File: src/rtl/ocx_tlx_rcv_err_log_if.sv
// Signal bundle between the TLX parser error-detection stage, firmware
// readout and the receive-side error logger.
// master: the side that produces error records and read requests.
// slave : the error logger itself.
interface ocx_tlx_rcv_err_log_if #(
  parameter int CNT_WIDTH = 16
);
  // error record ingest
  logic [31:0]          rcv_xmt_debug_info;
  logic                 rcv_xmt_debug_valid;
  logic                 rcv_xmt_debug_fatal;
  // control
  logic                 err_clr;
  // readout port
  logic                 log_rd_req;
  logic                 log_rd_ack;
  logic [31:0]          log_rd_data;
  logic                 log_rd_empty;
  // status
  logic                 log_overflow;
  logic [CNT_WIDTH-1:0] log_count;
  logic                 first_err_valid;
  logic [31:0]          first_err_info;
  logic [15:0]          first_err_timestamp;
  logic [15:0]          err_type_seen;
  logic                 tlx_fatal_int;

  modport master (
    output rcv_xmt_debug_info, rcv_xmt_debug_valid, rcv_xmt_debug_fatal,
           err_clr, log_rd_req,
    input  log_rd_ack, log_rd_data, log_rd_empty, log_overflow, log_count,
           first_err_valid, first_err_info, first_err_timestamp,
           err_type_seen, tlx_fatal_int
  );

  modport slave (
    input  rcv_xmt_debug_info, rcv_xmt_debug_valid, rcv_xmt_debug_fatal,
           err_clr, log_rd_req,
    output log_rd_ack, log_rd_data, log_rd_empty, log_overflow, log_count,
           first_err_valid, first_err_info, first_err_timestamp,
           err_type_seen, tlx_fatal_int
  );
endinterface

File: src/rtl/ocx_tlx_rcv_err_log.sv
// Receive-side error logger for the TLX parser.
// Captures the first error, keeps a saturating error count and a sticky
// per-code seen mask, buffers records in a DEPTH-entry FIFO for firmware
// readout (req/ack, one-cycle response) and raises a sticky fatal flag.
// err_clr wipes all logged state; a record arriving with err_clr is applied
// on top of the cleared state.
// Optional build macro OCX_TLX_ERR_TIMESTAMP_EN adds a free-running 16-bit
// cycle counter whose value is stamped into first_err_timestamp; without it
// first_err_timestamp is tied to zero.
module ocx_tlx_rcv_err_log #(
  parameter int DEPTH     = 4,
  parameter int CNT_WIDTH = 16
) (
  input  logic                   tlx_clk,
  input  logic                   reset_n,
  ocx_tlx_rcv_err_log_if.slave   bus
);

  localparam int AW = (DEPTH > 2) ? $clog2(DEPTH) : 1;
  localparam logic [AW:0] OCC_FULL = (AW+1)'(DEPTH);

  // FIFO storage and bookkeeping
  logic [31:0]          fifo_mem [DEPTH];
  logic [AW-1:0]        wr_ptr_q, rd_ptr_q;
  logic [AW:0]          occ_q;

  // ingest/readout decode
  logic                 rec_valid;
  logic                 clr;
  logic [15:0]          code_onehot;
  logic                 eff_empty;
  logic                 eff_full;
  logic                 do_pop;
  logic                 do_push;
  logic [AW-1:0]        wr_ptr_base, rd_ptr_base;
  logic [AW:0]          occ_base;
  logic [AW-1:0]        wr_addr;

  // status registers and their next values
  logic [CNT_WIDTH-1:0] count_q, count_base, count_d;
  logic [15:0]          seen_q, seen_d;
  logic                 first_valid_q, first_valid_base, first_valid_d;
  logic [31:0]          first_info_q, first_info_d;
  logic                 first_load;
  logic                 fatal_q, fatal_d;
  logic                 ovf_q, ovf_d;

  // readout response registers
  logic                 rd_ack_q;
  logic [31:0]          rd_data_q;
  logic                 rd_empty_q;

  assign rec_valid = bus.rcv_xmt_debug_valid;
  assign clr       = bus.err_clr;

  // FIFO control: a clear makes the FIFO look empty this cycle so a
  // coincident read returns empty and a coincident record lands in slot 0.
  always_comb begin
    code_onehot = 16'd1 << bus.rcv_xmt_debug_info[3:0];
    wr_ptr_base = clr ? '0 : wr_ptr_q;
    rd_ptr_base = clr ? '0 : rd_ptr_q;
    occ_base    = clr ? '0 : occ_q;
    eff_empty   = (occ_base == '0);
    eff_full    = (occ_base == OCC_FULL);
    // An empty FIFO never bypasses: a push and pop to an empty FIFO give an
    // empty response and the record stays.
    do_pop      = bus.log_rd_req && !eff_empty;
    // When full, a same-cycle pop frees the slot the push will use.
    do_push     = rec_valid && (!eff_full || do_pop);
    wr_addr     = wr_ptr_base;
  end

  // FIFO pointer and occupancy update; pointers wrap naturally (power of two)
  always_ff @(posedge tlx_clk or negedge reset_n) begin
    if (!reset_n) begin
      wr_ptr_q <= '0;
      rd_ptr_q <= '0;
      occ_q    <= '0;
    end else begin
      wr_ptr_q <= wr_ptr_base + AW'(do_push);
      rd_ptr_q <= rd_ptr_base + AW'(do_pop);
      occ_q    <= occ_base + (AW+1)'(do_push) - (AW+1)'(do_pop);
    end
  end

  // FIFO storage write; contents are only observable through a valid pop
  always_ff @(posedge tlx_clk) begin
    if (do_push) begin
      fifo_mem[wr_addr] <= bus.rcv_xmt_debug_info;
    end
  end

  // Next-state for the logged status, with the clear applied before the
  // coincident record so that record becomes the first one logged.
  always_comb begin
    count_base       = clr ? '0 : count_q;
    first_valid_base = clr ? 1'b0 : first_valid_q;

    count_d = count_base;
    if (rec_valid && !(&count_base)) begin
      count_d = count_base + CNT_WIDTH'(1);
    end

    seen_d = (clr ? 16'h0000 : seen_q) | (rec_valid ? code_onehot : 16'h0000);

    first_load    = rec_valid && !first_valid_base;
    first_valid_d = first_valid_base || rec_valid;
    first_info_d  = clr ? 32'h0 : first_info_q;
    if (first_load) begin
      first_info_d = bus.rcv_xmt_debug_info;
    end

    fatal_d = (clr ? 1'b0 : fatal_q) | (rec_valid && bus.rcv_xmt_debug_fatal);

    // Dropped record: push request that found the FIFO full with no pop.
    ovf_d = (clr ? 1'b0 : ovf_q) | (rec_valid && !do_push);
  end

  // Logged status registers
  always_ff @(posedge tlx_clk or negedge reset_n) begin
    if (!reset_n) begin
      count_q       <= '0;
      seen_q        <= '0;
      first_valid_q <= 1'b0;
      first_info_q  <= '0;
      fatal_q       <= 1'b0;
      ovf_q         <= 1'b0;
    end else begin
      count_q       <= count_d;
      seen_q        <= seen_d;
      first_valid_q <= first_valid_d;
      first_info_q  <= first_info_d;
      fatal_q       <= fatal_d;
      ovf_q         <= ovf_d;
    end
  end

  // Readout response: one-cycle ack, data held between acks
  always_ff @(posedge tlx_clk or negedge reset_n) begin
    if (!reset_n) begin
      rd_ack_q   <= 1'b0;
      rd_data_q  <= '0;
      rd_empty_q <= 1'b0;
    end else begin
      rd_ack_q   <= bus.log_rd_req;
      rd_empty_q <= bus.log_rd_req && !do_pop;
      if (bus.log_rd_req) begin
        rd_data_q <= do_pop ? fifo_mem[rd_ptr_base] : 32'h0;
      end
    end
  end

`ifdef OCX_TLX_ERR_TIMESTAMP_EN
  logic [15:0] ts_cnt_q;
  logic [15:0] first_ts_q;

  // Free-running cycle counter; err_clr deliberately leaves it running
  always_ff @(posedge tlx_clk or negedge reset_n) begin
    if (!reset_n) begin
      ts_cnt_q <= '0;
    end else begin
      ts_cnt_q <= ts_cnt_q + 16'd1;
    end
  end

  // Stamp of the first error; a load coincident with a clear wins
  always_ff @(posedge tlx_clk or negedge reset_n) begin
    if (!reset_n) begin
      first_ts_q <= '0;
    end else if (first_load) begin
      first_ts_q <= ts_cnt_q;
    end else if (clr) begin
      first_ts_q <= '0;
    end
  end

  assign bus.first_err_timestamp = first_ts_q;
`else
  assign bus.first_err_timestamp = 16'h0000;
`endif

  assign bus.log_rd_ack      = rd_ack_q;
  assign bus.log_rd_data     = rd_data_q;
  assign bus.log_rd_empty    = rd_empty_q;
  assign bus.log_overflow    = ovf_q;
  assign bus.log_count       = count_q;
  assign bus.first_err_valid = first_valid_q;
  assign bus.first_err_info  = first_info_q;
  assign bus.err_type_seen   = seen_q;
  assign bus.tlx_fatal_int   = fatal_q;

endmodule

File: src/flat_wrapper.sv
// flat-port wrapper written by rule: the top's interface ports become plain ports
module ocx_tlx_rcv_err_log_flat 
#(
  parameter int DEPTH     = 4,
  parameter int CNT_WIDTH = 16
)
  (tlx_clk, reset_n, bus_rcv_xmt_debug_info, bus_rcv_xmt_debug_valid, bus_rcv_xmt_debug_fatal, bus_err_clr, bus_log_rd_req, bus_log_rd_ack, bus_log_rd_data, bus_log_rd_empty, bus_log_overflow, bus_log_count, bus_first_err_valid, bus_first_err_info, bus_first_err_timestamp, bus_err_type_seen, bus_tlx_fatal_int);
  ocx_tlx_rcv_err_log_if #(.CNT_WIDTH(CNT_WIDTH)) bus_i ();
  input  logic tlx_clk;
  input  logic reset_n;
  input wire logic [$bits(bus_i.rcv_xmt_debug_info)-1:0] bus_rcv_xmt_debug_info;
  input wire logic [$bits(bus_i.rcv_xmt_debug_valid)-1:0] bus_rcv_xmt_debug_valid;
  input wire logic [$bits(bus_i.rcv_xmt_debug_fatal)-1:0] bus_rcv_xmt_debug_fatal;
  input wire logic [$bits(bus_i.err_clr)-1:0] bus_err_clr;
  input wire logic [$bits(bus_i.log_rd_req)-1:0] bus_log_rd_req;
  output wire logic [$bits(bus_i.log_rd_ack)-1:0] bus_log_rd_ack;
  output wire logic [$bits(bus_i.log_rd_data)-1:0] bus_log_rd_data;
  output wire logic [$bits(bus_i.log_rd_empty)-1:0] bus_log_rd_empty;
  output wire logic [$bits(bus_i.log_overflow)-1:0] bus_log_overflow;
  output wire logic [$bits(bus_i.log_count)-1:0] bus_log_count;
  output wire logic [$bits(bus_i.first_err_valid)-1:0] bus_first_err_valid;
  output wire logic [$bits(bus_i.first_err_info)-1:0] bus_first_err_info;
  output wire logic [$bits(bus_i.first_err_timestamp)-1:0] bus_first_err_timestamp;
  output wire logic [$bits(bus_i.err_type_seen)-1:0] bus_err_type_seen;
  output wire logic [$bits(bus_i.tlx_fatal_int)-1:0] bus_tlx_fatal_int;
  assign bus_i.rcv_xmt_debug_info = bus_rcv_xmt_debug_info;
  assign bus_i.rcv_xmt_debug_valid = bus_rcv_xmt_debug_valid;
  assign bus_i.rcv_xmt_debug_fatal = bus_rcv_xmt_debug_fatal;
  assign bus_i.err_clr = bus_err_clr;
  assign bus_i.log_rd_req = bus_log_rd_req;
  assign bus_log_rd_ack = bus_i.log_rd_ack;
  assign bus_log_rd_data = bus_i.log_rd_data;
  assign bus_log_rd_empty = bus_i.log_rd_empty;
  assign bus_log_overflow = bus_i.log_overflow;
  assign bus_log_count = bus_i.log_count;
  assign bus_first_err_valid = bus_i.first_err_valid;
  assign bus_first_err_info = bus_i.first_err_info;
  assign bus_first_err_timestamp = bus_i.first_err_timestamp;
  assign bus_err_type_seen = bus_i.err_type_seen;
  assign bus_tlx_fatal_int = bus_i.tlx_fatal_int;
  ocx_tlx_rcv_err_log #(.DEPTH(DEPTH), .CNT_WIDTH(CNT_WIDTH)) u_core (.tlx_clk(tlx_clk), .reset_n(reset_n), .bus(bus_i));
endmodule
File: config.mk
export PLATFORM = sky130hd
export DESIGN_NAME = ocx_tlx_rcv_err_log_flat
export DESIGN_NICKNAME = d
export VERILOG_FILES = /design/src/rtl/ocx_tlx_rcv_err_log_if.sv /design/src/rtl/ocx_tlx_rcv_err_log.sv /design/src/flat_wrapper.sv
export SDC_FILE = /design/constraint.sdc
export NUM_CORES = 1
export LEC_CHECK = 0
export ABC_AREA = 1
export ABC_CLOCK_PERIOD_IN_PS = 6570
export CAP_MARGIN = 15
export CORE_ASPECT_RATIO = 0.7
export CORE_MARGIN = 2
export CORE_UTILIZATION = 30
export DETAILED_ROUTE_END_ITERATION = 8
export REMOVE_ABC_BUFFERS = 1
export SETUP_SLACK_MARGIN = 0.4
export SLEW_MARGIN = 30
export SYNTH_ARGS = -nofsm -noshare
export SYNTH_HDL_FRONTEND = slang
export SYNTH_SLANG_ARGS = --single-unit
File: constraint.sdc
create_clock -name tlx_clk -period 6.57 [get_ports tlx_clk]
set_clock_uncertainty 0.2 [all_clocks]
set_input_delay 1.314 -clock tlx_clk [delete_from_list [all_inputs] [get_ports tlx_clk]]
set_output_delay 1.314 -clock tlx_clk [all_outputs]
set_load 0.1 [all_outputs]
==> impl_metrics.csv <==
group,metric,value,unit
worst_setup_path,critPathKind,"input pin to register",
power,power.leakage,5.04,nW
floorplan,die_y,155,um
floorplan,die-area,34100,um2
power,combPwrFrac,30.8,%
worst_setup_path,crit_top_cell,"nand2_1",
floorplan,fp.dieW,220,um
sta,min_period_over_period,66.1,%
worst_setup_path,crit_family,"buffers and inverters",
drt,num_vias,6955,
cells_and_area,final_cell_mix,"233 x nand2_1, 134 x nor2_1, 133 x clkdlybuf4s50_1",
power,power_frac_seq,38.7,%
drt,routedWlPerCell,16.1,um
worst_setup_path,crit_buf_inv,4,
sta,worst_hold_slack,0.279,ns
worst_setup_path,rr_startpoint,"u_core.occ_q[1]",
cells_and_area,drive_gt1_share,7.13,%
power,pwr-share-clk,30.5,%
flow_run,max-cap-violations,0,
power,ir_drop,263,uV
clocking,numCtsBuffers,23,
worst_setup_path,reg2reg_slack,3.84,ns
worst_setup_path,r2r_cells,13,
sta,slew_violations,0,
yosys,syn_inst,950,
sta,tns,0,ns
worst_setup_path,crit_path_max_incr_delay,0.87,ns
drt,wl,24600,um
global_routing,grt_pass1_vias,6575,
clocking,cts_tree,"built",
power,sw_frac_of_total,38.6,%
sta,rsz0062_at_grt,"no",
worst_setup_path,critical_path_required,6.78,ns
yosys,ys_async_sr_fraction,45.8,%
clocking,cts.sink_count,236,
yosys,seq_area_frac_synth,66.8,%
yosys,synth_edf_count,128,
drt,ant_nets,0,
drt,first_pass_iters,5,
cells_and_area,layoutNonFillerInstCount,1522,
power,p_int,2.88,mW
placement,place.gp.congestion,0.848,
worst_hold_path,min_to,"u_core.bus.log_rd_data[5]",
floorplan,rows,55,
clocking,hold_buffers,0,
yosys,synth_area,9800,um2
sta,tightest_slew,1.01,ns
sta,hold_viol_final,0,
worst_hold_path,hold_path_class,"register to register",
worst_setup_path,crit_slowest_cell,"clkdlybuf4s50_1",
yosys,synth_cell_types,30,
worst_hold_path,min-delay-start,"u_core.bus.log_rd_data[5]",
floorplan,num_io_pins,155,
clocking,cts-root-buf,"clkbuf_16",
worst_setup_path,arrival,4.56,ns
worst_setup_path,reg2reg_to,"u_core.occ_q[2]",
status,status,"finished clean",
worst_setup_path,worst_setup_path_end_kind,"register",
clocking,clk_pin_slew,0.06,ns
drt,drcViolationCount,0,
yosys,syn_area_per_cell,10.3,um2
clocking,cts_setup_buffers,0,
worst_setup_path,critPathLaunchType,"input pin",
global_routing,grt_max_degree,65,
worst_hold_path,hold_depth,2,
yosys,synth_top_flop_cell,"edfxtp_1",
placement,post-dp-hpwl,15100,um
yosys,ys_ff_latch,236,
global_routing,grt_pass1_wl,38200,um
drt,vias_per_cell,4.57,
yosys,ys_warn_count,0,
clocking,insertion_delay,0.53,ns
sta,fin_crit,4.35,ns
cells_and_area,finish.net_count,1121,
drt,dr.first_iter.drc_count,572,
power,p_switching,1.81,mW
sta,max_freq,230,MHz
placement,portBuffers,138,
placement,dp.cells,1479,
global_routing,grt_usage,14.3,%
clocking,post_cts_resized,0,
clocking,cts_max_path_buffers,3,
global_routing,grt_antenna_before_repair,2,
sta,relSlewSlack,32.4,%
worst_setup_path,critPathMaxFanout,52,
cells_and_area,post-route-util,38.4,%
floorplan,design.core.area,32200,um2
power,p_total,4.70,mW
cells_and_area,syn2layout_area_growth,26.3,%
floorplan,start_util,30.4,%
clocking,ctsHtreeMaxLevel,1,
cells_and_area,mostFrequentLayoutCell,"nand2_1",
global_routing,grt.overflow.total,0,
worst_setup_path,crit_path_start,"bus_err_clr",
sta,setup_viol,0,
power,cellPowerDensity,379,nW/um2
worst_setup_path,crit_chain,"clkdlybuf4s50_1, inv_4, buf_4, nand2_1, inv_1, ha_1, nand2_1, nor2_2, nand2_1, nor2_4, a21oi_2, nand2_1, nand2_1",
-- per-stage QoR --
step	setup WS, ns	cell area (um2)
after global placement	1.80	11600
after floorplan	1.48	9480
after detailed placement	1.70	11600
after global routing	1.88	12400
after CTS	2.28	12400
final	2.23	12400
-- Yosys cell counts, types with 6 or more instances --
cell / number / area, um2
nand3_1: 75 / 375
edfxtp_1: 128 / 3840
buf_2: 19 / 95.1
o21ai_0: 116 / 581
nand4_1: 6 / 37.5
inv_1: 41 / 154
nor2_1: 134 / 503
xor2_1: 7 / 61.3
buf_4: 20 / 150
clkbuf_1: 20 / 75.1
dfrtp_1: 108 / 2700
nand2_1: 236 / 886
-- layout make-up --
type / count / area, um2
diodes: 1 / 2.50
clock buffers: 26 / 587
clock inverters: 16 / 229
fillers: 3197 / 19800
inverters: 43 / 165
multi-input cells: 622 / 2820
flip-flops and latches: 236 / 6550
well taps: 427 / 534
repair buffers: 151 / 1490
-- power groups by stage --
| stage | sequential (mW) | clock [mW] | combinational, mW |
|---|---|---|---|
| floorplan | 2.55 | 0 | 0.327 |
| global placement | 1.85 | 0 | 1.45 |
| detailed placement | 1.85 | 0 | 1.46 |
| CTS | 1.82 | 1.46 | 1.46 |
| global route | 1.83 | 1.52 | 1.54 |
| finish | 1.82 | 1.43 | 1.45 |
-- registers in the layout, indices dropped and copies added (netlist names), 2 cells and up --
register,flops
u_core.fifo_mem,128
u_core.bus.first_err_info,32
u_core.rd_ptr_q,2
u_core.occ_q,3
u_core.wr_ptr_q,2
u_core.bus.log_count,16
u_core.bus.err_type_seen,16
u_core.bus.log_rd_data,32
-- metal layers --
layer  routed length [um]  global-route usage [%]  vias up  part of all wire [%]
met5                   16                       0        -                 0.065
met4                  265                    1.98        2                   1.1
met3                 1830                    3.71       25                   7.5
met2                10800                    21.8      210                    44
met1                11700                    21.0     3333                    48
li1                     -                       -     3385                     -
-- tightest hold or removal path, stage by stage, from the launching register on --
cell and delay, ns:
dfrtp_1 0.34, nand2_1 0.05, nand2_1 0.05
-- cells by family after synthesis --
group / count (synthesis) / share of synthesized area [%]
xor gates and xnor gates: 10 / 0.894
and+or+nand+nor: 470 / 19.8
DFF: 236 / 66.8
other: 1 / 0.0383
adders and majority gates: 6 / 0.843
AOI/OAI and AO/OA: 120 / 6.21
buffers and inverters: 107 / 5.44
-- worst max path at each step --
stage | to | slack [ns] | cells past startpoint
final | u_core.bus.log_count[8] | 2.23 | 13
after global routing | u_core.bus.log_count[10] | 1.88 | 13
after CTS | u_core.bus.log_count[8] | 2.28 | 13
after detailed placement | u_core.bus.log_count[11] | 1.70 | 13
after global placement | u_core.bus.log_count[8] | 1.80 | 13
after floorplan | u_core.fifo_mem[0][0] | 1.48 | 4
Power figures use the tool's default switching activity.
